$ cat config.mk
export PLATFORM = sky130hd
export DESIGN_NAME = io_port_bridge
export DESIGN_NICKNAME = d
export VERILOG_FILES = /design/src/rtl/io_port_bridge.sv
export SDC_FILE = /design/constraint.sdc
export NUM_CORES = 1
export LEC_CHECK = 0
export CORE_MARGIN = 5
export CORE_UTILIZATION = 45
export CTS_CLUSTER_DIAMETER = 200
export DETAILED_ROUTE_END_ITERATION = 10
export DONT_BUFFER_PORTS = 1
export PLACE_DENSITY = 0.69
export SLEW_MARGIN = 20
export SYNTH_ARGS = -nofsm -noshare
export SYNTH_HDL_FRONTEND = slang
export SYNTH_SLANG_ARGS = --single-unit
$ cat constraint.sdc
create_clock -name CLK -period 6.3 [get_ports CLK]
set_input_delay 1.575 -clock CLK [delete_from_list [all_inputs] [get_ports CLK]]
set_output_delay 1.575 -clock CLK [all_outputs]
set_load 0.1 [all_outputs]
$ cat src/rtl/io_port_bridge.sv
// Host-side bridge for the accumulator core's I/O words: a held input word plus a change-detecting output FIFO.
// Optional build macro IO_BRIDGE_OVF_CLR_EN adds an ovf_clr input that clears the sticky overflow flag.
module io_port_bridge #(
    parameter int WIDTH = 16,
    parameter int DEPTH = 4,
    parameter int AW    = 2
) (
    input  logic             CLK,
    input  logic             reset,
    input  logic [WIDTH-1:0] cpu_out,
    output logic [WIDTH-1:0] cpu_in,
    input  logic [WIDTH-1:0] host_in_data,
    input  logic             host_in_valid,
    output logic             host_in_ready,
    output logic [WIDTH-1:0] host_out_data,
    output logic             host_out_valid,
    input  logic             host_out_ready,
    output logic [AW:0]      fifo_count,
    output logic             overflow
`ifdef IO_BRIDGE_OVF_CLR_EN
    ,
    input  logic             ovf_clr
`endif
);

    typedef enum logic {
        PRIME = 1'b0,
        RUN   = 1'b1
    } state_t;

    localparam logic [AW:0] FULL = DEPTH[AW:0];

    state_t             state_q;
    state_t             state_d;
    logic [WIDTH-1:0]   last_out;
    logic [WIDTH-1:0]   last_d;
    logic               push_req;
    logic               pop;
    logic               full;
    logic               wr_en;
    logic               drop;
    logic               clr;
    logic [AW:0]        count_d;
    logic [AW-1:0]      rd_ptr;
    logic [AW-1:0]      wr_ptr;
    logic [WIDTH-1:0]   mem [DEPTH];

    assign host_in_ready = 1'b1;

`ifdef IO_BRIDGE_OVF_CLR_EN
    assign clr = ovf_clr;
`else
    assign clr = 1'b0;
`endif

    always_ff @(posedge CLK or negedge reset) begin
        if (!reset) begin
            cpu_in <= '0;
        end else if (host_in_valid) begin
            cpu_in <= host_in_data;
        end
    end

    // PRIME swallows whatever the core shows right after reset so it is never queued.
    always_comb begin
        state_d  = state_q;
        last_d   = last_out;
        push_req = 1'b0;
        case (state_q)
            PRIME: begin
                last_d  = cpu_out;
                state_d = RUN;
            end
            RUN: begin
                if (cpu_out != last_out) begin
                    push_req = 1'b1;
                    last_d   = cpu_out;
                end
            end
            default: state_d = PRIME;
        endcase
    end

    always_ff @(posedge CLK or negedge reset) begin
        if (!reset) begin
            state_q  <= PRIME;
            last_out <= '0;
        end else begin
            state_q  <= state_d;
            last_out <= last_d;
        end
    end

    // A pop on the same edge frees the slot, so a full FIFO can still accept.
    assign pop   = host_out_valid & host_out_ready;
    assign full  = (fifo_count == FULL);
    assign wr_en = push_req & (~full | pop);
    assign drop  = push_req & full & ~pop;

    always_comb begin
        count_d = fifo_count;
        case ({wr_en, pop})
            2'b10:   count_d = fifo_count + (AW+1)'(1);
            2'b01:   count_d = fifo_count - (AW+1)'(1);
            default: count_d = fifo_count;
        endcase
    end

    always_ff @(posedge CLK or negedge reset) begin
        if (!reset) begin
            rd_ptr         <= '0;
            wr_ptr         <= '0;
            fifo_count     <= '0;
            host_out_valid <= 1'b0;
            overflow       <= 1'b0;
        end else begin
            if (wr_en) begin
                wr_ptr <= wr_ptr + AW'(1);
            end
            if (pop) begin
                rd_ptr <= rd_ptr + AW'(1);
            end
            fifo_count     <= count_d;
            host_out_valid <= (count_d != '0);
            if (drop) begin
                overflow <= 1'b1;
            end else if (clr) begin
                overflow <= 1'b0;
            end
        end
    end

    always_ff @(posedge CLK) begin
        if (wr_en) begin
            mem[wr_ptr] <= cpu_out;
        end
    end

    // Storage is not reset; an empty FIFO presents zero instead.
    assign host_out_data = host_out_valid ? mem[rd_ptr] : '0;

endmodule

==> key figures, run 1 <==
Run status
  • Status: finished, final reports clean

CTS
  • Total CTS buffers: 9
  • Setup bufs post-CTS: 0
  • CTS root buffer: clkbuf_8
  • Post-cts gate resize count: 0
  • Worst-Skew Late Latency: 0.37 ns
  • CTS sink count: 106
  • H-tree levels: 3
  • Max Buffers Root-to-Sink: 2
  • TritonCTS clock tree: done
  • CTS clock-pin slew for the worst setup and hold paths: 0.10 ns
  • Post-CTS Hold Buffers: 0

Critical path
  • Setup CP Type: reg2out
  • Worst R2R Setup Slack: 3.42 ns
  • Worst EP arrival: 2.38 ns
  • Reg2Reg Capture Point: host_out_valid
  • R2r startpoint: last_out[2]
  • Crit path buffers/inverters: 0
  • Maximum cell stage delay along the critical path: 0.88 ns
  • Req. time, crit path: 4.72 ns
  • Critical path, cell by cell: mux4_2, and2_1
  • Worst path top cell family by delay: flip-flops
  • Cell count of the worst reg-to-reg path: 9
  • CP max FO: 17
  • Element type at the critical path end: output port
  • Worst setup path startpoint: rd_ptr[1]
  • Worst setup SP type: register
  • Crit-path slowest cell: dfrtp_1

Synth
  • Synth top area share: 0.448
  • Avg Inst Size Synth: 16.7 um2
  • Mapped Cells: 257
  • Syn Std Cell Area: 4290 um2
  • Main synth FF type: edfxtp_1
  • Largest cells by area after synthesis: edfxtp_1 45%, dfrtp_1 25%, mux4_2 8.4%
  • #FFs+latches synth: 106
  • Commonest cells post-synth: 64 x edfxtp_1, 42 x dfrtp_1, 21 x and2_1, 21 x clkbuf_1, 20 x xnor2_1
  • Largest area contributor in the synthesized netlist: edfxtp_1
  • Yosys warning count: 0
  • Synth cell types: 34
  • Number of flops mapped to enable cells by yosys: 64
  • Seq/Total Area, Yosys: 0.693
  • Count leader, synth: edfxtp_1
  • Post-synth ARST share: 0.396

Placed design
  • Port Buffers: 0
  • Routability cong.: 0.764
  • Final HPWL from detailed placement: 4.76 mm

Timing
  • Final Max Slew Viols: 0
  • Slew margin rel.: 0.294
  • Hold WS: 0.566 ns
  • Peak Freq: 253 MHz
  • Fin crit period: 3.96 ns
  • Final period utilization: 0.628
  • Setup tns final: 0 ns
  • Worst slew pin tran: 1.06 ns
  • RSZ-0062 raised after global routing: false
  • Final setup fails: 0
  • Final Skew: 0.0142 ns
  • Final hold vios: 0

Route
  • Antenna Nets Post-Route: 0
  • Top Metal Used: met4
  • Vias per inst: 5.21
  • WL/cell: 19.2 um
  • Met1 wire length: 2.99 mm
  • Routed WL: 7.30 mm
  • TritonRoute pass-1 iters: 4
  • Via count: 1,976
  • Initial drt markers: 115
  • Met2 wire len: 3.58 mm
  • DRC Markers: 0
  • WL met3: 630 um

Finish
  • # diodes: 0
  • Core Util, Final: 0.493
  • Nets@finish: 286
  • Layout cells sized above 1: 0.212
  • Multi-input logic area: 1200 um2
  • Area grow syn2layout: 6.68%
  • Fill cells: 791
  • Reg area: 2970 um2

Run
  • Max Cap Viol: 0

GRT
  • Gr usage total: 0.135
  • First-pass GRT wire length: 11.8 mm
  • Number of global-route vias before repair: 2,215
  • Pin count of the biggest net entering global routing: 43
  • Initial antenna violation count: 0
  • Total gr overflow: 0

Min path
  • Hold Crit Start: wr_ptr[1]
  • Hold Path Class: reg2reg
  • Hold Crit Depth: 1
  • Min-Delay Endpoint: wr_ptr[1]

Floorplanning
  • Die Span Y: 108 um
  • Site Rows: 35
  • Initial Util: 0.462
  • I/O pin count: 74
  • Die ar.: 11,600 um2
  • Core area: 9280 um2
  • Die Wd: 108 um
==> cell usage in the layout (no fill, tap or decap), drive strengths merged, types with 7 or more instances in the layout <==
cell and instances:
inv 7, mux4 16, clkbuf 9, xnor2 20
edfxtp 64, and2 21, dfrtp 42, mux2 17
==> worst max path at each step <==
stage,endpoint,cells after the start
6_report,host_out_data[6],2
3_5_place_dp,host_out_valid,9
4_1_cts,host_out_data[13],2
5_1_grt,host_out_data[12],2
3_3_place_gp,host_out_valid,9
2_1_floorplan,host_out_valid,9
==> registers in the layout, indices dropped and copies added (netlist names) <==
register        cells
cpu_in             16
fifo_count          3
host_out_valid      1
last_out           16
mem                64
overflow            1
rd_ptr              2
state_q             1
wr_ptr              2
==> final cells by class <==
class	instances	share of cell area
multi-input cells	122	0.262
repair buffers	2	0.00328
clock buffers	9	0.0271
well taps	129	0.0353
clock inverters	7	0.0186
inverters	4	0.00328
flip-flops and latches	106	0.650
==> worst reg2reg max path, cell delays in order (launching register included) <==
cell	delay [ns]
dfrtp_1	0.40
xnor2_1	0.19
nand4_1	0.21
nor4_1	0.54
nor2b_1	0.15
nor2_1	0.16
fa_1	0.47
nor2_1	0.15
a21oi_1	0.08
a2111o_1	0.41
==> routing by layer <==
layer	vias up	global-route usage
li1	897	-
met1	1009	0.163
met2	63	0.221
met3	7	0.0546
met4	0	0.0487
met5	-	0
==> kinds of logic (layout without fill, tap and decap cells) <==
logic type / Yosys count / in the layout / synth area share
xor gates and xnor gates: 20 / 20 / 0.0409
buffers and inverters: 30 / 22 / 0.0277
AOI/OAI and AO/OA: 16 / 16 / 0.0280
muxes: 36 / 36 / 0.136
adders and majority gates: 5 / 5 / 0.0163
and+or+nand+nor: 43 / 43 / 0.0572
DFF: 106 / 106 / 0.693
other: 1 / 2 / 0.000875
==> through the flow <==
stage / setup slack, ns / instances / instance area (um2)
global placement: 2.37 / 363 / 4360
finish: 2.34 / 379 / 4570
global route: 2.21 / 379 / 4570
floorplan: 2.60 / 258 / 4290
CTS: 2.27 / 379 / 4570
detailed placement: 2.29 / 363 / 4360
Power of run 1 is left out: the tool's default activity adds up to more than one toggle a clock period on the data nets, which glitch-free logic cannot reach.
==> run 2: changes to the inputs <==
==> constraint.sdc (replaced) <==
create_clock -name CLK -period 3.9 [get_ports CLK]
set_input_delay 0.975 -clock CLK [delete_from_list [all_inputs] [get_ports CLK]]
set_output_delay 0.975 -clock CLK [all_outputs]
set_load 0.1 [all_outputs]
==> run 2 against run 1 <==
Worst hold slack got worse by 0.27 ns. Core utilization rose by 1.4 points. Clock skew fell by 0.0029 ns. Design area rose by 2.8%. Highest routed layer unchanged. Critical path type unchanged. Sequential share of layout area fell by 1.8 points. Cell count rose by 5.0%. Non-clock buffer count rose by 19. Routed wire length rose by 1.0%. Sequential cell count did not move. Via count rose by 3.1%. Die area did not move.
==> key figures, run 2 (same netlist as run 1, synthesis figures left out) <==
Timing
  • RSZ-0062 raised after global routing: false
  • Final Skew: 0.0113 ns
  • Setup tns final: 0 ns
  • Final period utilization: 0.823
  • Final hold vios: 0
  • Worst slew pin tran: 0.920 ns
  • Fin crit period: 3.21 ns
  • Final setup fails: 0
  • Slew margin rel.: 0.387
  • Final Max Slew Viols: 0
  • Peak Freq: 312 MHz

Critical path
  • Reg2Reg Capture Point: host_out_valid
  • Crit-path slowest cell: dfrtp_1
  • Worst EP arrival: 2.23 ns
  • Setup CP Type: reg2out
  • Critical Path Sink: host_out_data[4]
  • Maximum cell stage delay along the critical path: 0.73 ns
  • R2r startpoint: last_out[1]
  • Worst R2R Setup Slack: 0.99 ns
  • Element type at the critical path end: output port
  • Req. time, crit path: 2.92 ns
  • Worst setup path startpoint: rd_ptr[0]
  • Critical path, cell by cell: buf_12, mux4_2, and2_1, buf_4
  • Cell count of the worst reg-to-reg path: 9
  • CP max FO: 11
  • Worst setup SP type: register

Route
  • WL/cell: 18.5 um
  • Via count: 2,038
  • DRC Markers: 0
  • Routed WL: 7.37 mm
  • Initial drt markers: 115
  • Vias per inst: 5.12
  • TritonRoute pass-1 iters: 4
  • Antenna Nets Post-Route: 0

Run status
  • Status: finished, final reports clean

Floorplanning
  • Initial Util: 0.462
  • Die Span Y: 108 um
  • Site Rows: 35
  • I/O pin count: 74
  • Die Wd: 108 um
  • Die ar.: 11,600 um2
  • Core area: 9280 um2

GRT
  • Initial antenna violation count: 0
  • Total gr overflow: 0
  • First-pass GRT wire length: 11.8 mm
  • Gr usage total: 0.136
  • Number of global-route vias before repair: 2,209
  • Pin count of the biggest net entering global routing: 43

CTS
  • CTS clock-pin slew for the worst setup and hold paths: 0.11 ns
  • Total CTS buffers: 9
  • H-tree levels: 3
  • Max Buffers Root-to-Sink: 2
  • Setup bufs post-CTS: 0
  • Worst-Skew Late Latency: 0.36 ns
  • CTS root buffer: clkbuf_8
  • CTS sink count: 106
  • Post-CTS Hold Buffers: 0
  • Post-cts gate resize count: 0
  • TritonCTS clock tree: done

Finish
  • Reg area: 2970 um2
  • # diodes: 0
  • Largest register FFs: 64
  • Area grow syn2layout: 9.66%
  • Multi-input logic area: 1200 um2
  • Reg with most FFs: mem
  • Most frequent cells in the layout: 64 x edfxtp_1, 42 x dfrtp_1, 21 x and2_1
  • Fin area: 4700 um2
  • Layout cells sized above 1: 0.264
  • Fill cells: 796
  • Largest regs: mem x64, cpu_in x16, last_out x16
  • Most common cell after layout, fill and taps aside: edfxtp_1
  • Nets@finish: 305

Run
  • Max Cap Viol: 0

Placed design
  • Routability cong.: 0.742
  • Area after DPL: 4520 um2
  • Final HPWL from detailed placement: 4.71 mm
  • Port Buffers: 0

Min path
  • Hold Path Class: in2async
[run 2: cell count changes in the layout (fill, tap and decap cells not counted)]
cell,change
inv_6,+2
clkinv_2,+1
dfrtp_1,+1
inv_8,-1
bufinv_16,-1
dfrtp_2,-1
buf_12,+1
clkinvlp_4,-1
buf_4,+18
[run 2: cell type report]
cell class,count,area share
sequential,106,0.632
timing repair buffer,21,0.0362
clock inverter,7,0.0125
inverter,4,0.00319
clock buffer,9,0.0263
multi-input combinational,122,0.255
tap,129,0.0343
[run 2: how the worst min path moves through the flow]
stage               from  cells past startpoint  slack [ns]          end
4_1_cts            reset                      0        0.27   cpu_in[10]
3_5_place_dp   wr_ptr[1]                      1        0.56    wr_ptr[1]
3_3_place_gp   wr_ptr[1]                      1        0.53    wr_ptr[1]
5_1_grt            reset                      0        0.25    cpu_in[9]
2_1_floorplan  wr_ptr[1]                      1        0.51    wr_ptr[1]
6_report           reset                      0        0.29  last_out[4]
[run 2: per-stage QoR]
| step | utilization | setup slack, ns | hold WS, ns | instances |
|---|---|---|---|---|
| 3_5_place_dp | 0.487 | 0.436 | 0.556 | 382 |
| 2_1_floorplan | - | 0.801 | 0.512 | 258 |
| 5_1_grt | 0.506 | 0.541 | 0.252 | 398 |
| 4_1_cts | 0.506 | 0.634 | 0.271 | 398 |
| 6_report | 0.506 | 0.691 | 0.291 | 398 |
| 3_3_place_gp | 0.487 | 0.541 | 0.535 | 382 |
[run 2: worst max-delay path, delay by kind of cell, from the launching register on]
family | cells | cell delay [ns]
mux | 1 | 0.49
buf+inv | 2 | 0.47
simple gates | 1 | 0.18
flops | 1 | 0.73
[run 2: layer usage]
metal	global-route usage	part of all wire	vias to the layer above
li1	-	-	935
met2	0.217	0.49	59
met5	0	0	-
met1	0.169	0.42	1039
met4	0.0514	0.0080	0
met3	0.0516	0.076	5
Power of run 2 is left out for the same reason.
==> run 3: changes to the inputs <==
==> constraint.sdc (replaced) <==
create_clock -name CLK -period 3.3 [get_ports CLK]
set_input_delay 0.825 -clock CLK [delete_from_list [all_inputs] [get_ports CLK]]
set_output_delay 0.825 -clock CLK [all_outputs]
set_load 0.1 [all_outputs]
==> run 3 against run 2 <==
Design area up 0.40%. Largest cell class unchanged. First-iteration DRC count is 3.5% lower. Cell count up 0.75%. Setup slack lost 0.31 ns. Count of clock-buffer cells in the layout grew 1.
==> key figures, run 3 (same netlist as run 1, synthesis figures left out) <==
Route
  • Vias per inst: 5.08
  • Initial drt markers: 111
  • Via count: 2,036
  • TritonRoute pass-1 iters: 4
  • Antenna Nets Post-Route: 0
  • DRC Markers: 0
  • Routed WL: 7.34 mm
  • WL/cell: 18.3 um

Run status
  • Status: finished, final reports clean

Critical path
  • Cell count of the worst reg-to-reg path: 9
  • Worst EP arrival: 2.09 ns
  • Req. time, crit path: 2.47 ns
  • Worst R2R Setup Slack: 0.56 ns
  • Element type at the critical path end: output port
  • Setup CP Type: reg2out
  • Worst setup path startpoint: rd_ptr[0]
  • CP max FO: 13
  • Critical Path Sink: host_out_data[4]
  • Worst setup SP type: register
  • Reg2Reg Capture Point: host_out_valid
  • R2r startpoint: last_out[2]

Placed design
  • Routability cong.: 0.740
  • Area after DPL: 4540 um2
  • Placed cells: 385
  • Final HPWL from detailed placement: 4.88 mm
  • Port Buffers: 0

Timing
  • Slew margin rel.: 0.373
  • Final hold vios: 0
  • Final Max Slew Viols: 0
  • Final setup fails: 0
  • Peak Freq: 343 MHz
  • Fin crit period: 2.92 ns
  • Final period utilization: 0.885
  • Setup tns final: 0 ns
  • Final Skew: 0.0171 ns
  • Worst slew pin tran: 0.941 ns
  • RSZ-0062 raised after global routing: false

CTS
  • Post-cts gate resize count: 0
  • TritonCTS clock tree: done
  • CTS root buffer: clkbuf_8
  • CTS clock-pin slew for the worst setup and hold paths: 0.11 ns
  • Post-CTS Hold Buffers: 0
  • Max Buffers Root-to-Sink: 2
  • CTS sink count: 106
  • H-tree levels: 3
  • Worst-Skew Late Latency: 0.36 ns
  • Total CTS buffers: 9
  • Setup bufs post-CTS: 0

Finish
  • Largest register FFs: 64
  • Reg with most FFs: mem
  • Layout cells sized above 1: 0.268
  • Largest regs: mem x64, cpu_in x16, last_out x16
  • # diodes: 0
  • Fin area: 4720 um2
  • Finished Layout Cells: 401
  • Most frequent cells in the layout: 64 x edfxtp_1, 42 x dfrtp_1, 23 x buf_4
  • Nets@finish: 308
  • Fill cells: 797
  • Most common cell after layout, fill and taps aside: edfxtp_1
  • Area grow syn2layout: 10.1%

GRT
  • Number of global-route vias before repair: 2,194
  • Total gr overflow: 0
  • First-pass GRT wire length: 11.8 mm
  • Gr usage total: 0.135
  • Pin count of the biggest net entering global routing: 43
  • Initial antenna violation count: 0

Floorplanning
  • Die Wd: 108 um
  • Die ar.: 11,600 um2
  • I/O pin count: 74
  • Site Rows: 35
  • Die Span Y: 108 um
  • Core area: 9280 um2
  • Initial Util: 0.462

Run
  • Max Cap Viol: 0

Min path
  • Hold Path Class: in2async
==> run 3: area by class of cell <==
class	instances	area, um2	area share
clock inverter	6	51.3	0.0109
clock buffer	10	128	0.0270
tap	129	161	0.0342
multi-input combinational	122	1200	0.254
timing repair buffer	24	193	0.0408
sequential	106	2970	0.630
inverter	4	15.0	0.00318
==> run 3: how the worst min path moves through the flow <==
stage                     slack (ns)      start  cells past startpoint           to
final                           0.14      reset                      0  last_out[2]
after global routing            0.11      reset                      0  last_out[2]
after CTS                       0.13      reset                      0  last_out[2]
after detailed placement        0.47  rd_ptr[1]                      1    rd_ptr[1]
after global placement          0.46  rd_ptr[1]                      1    rd_ptr[1]
after floorplan                 0.51  wr_ptr[1]                      1    wr_ptr[1]
==> run 3: metrics by stage <==
step | utilization | hold slack (ns) | setup WS, ns
6_report | 0.508 | 0.144 | 0.381
5_1_grt | 0.508 | 0.110 | 0.257
4_1_cts | 0.508 | 0.127 | 0.330
3_5_place_dp | 0.489 | 0.466 | 0.120
3_3_place_gp | 0.489 | 0.461 | 0.179
2_1_floorplan | - | 0.512 | 0.351
==> run 3: metal layers <==
metal,vias up,GRT usage,part of all wire
li1,937,-,-
met2,64,0.216,0.49
met3,7,0.0564,0.092
met4,0,0.0325,0.0089
met5,-,0,0
met1,1028,0.170,0.41
==> run 3: critical path, cell delays in order, from the launching register on <==
cell,delay [ns]
dfrtp_1,0.60
buf_12,0.22
mux4_2,0.51
and2_1,0.18
buf_4,0.23
Power of run 3 is left out for the same reason.
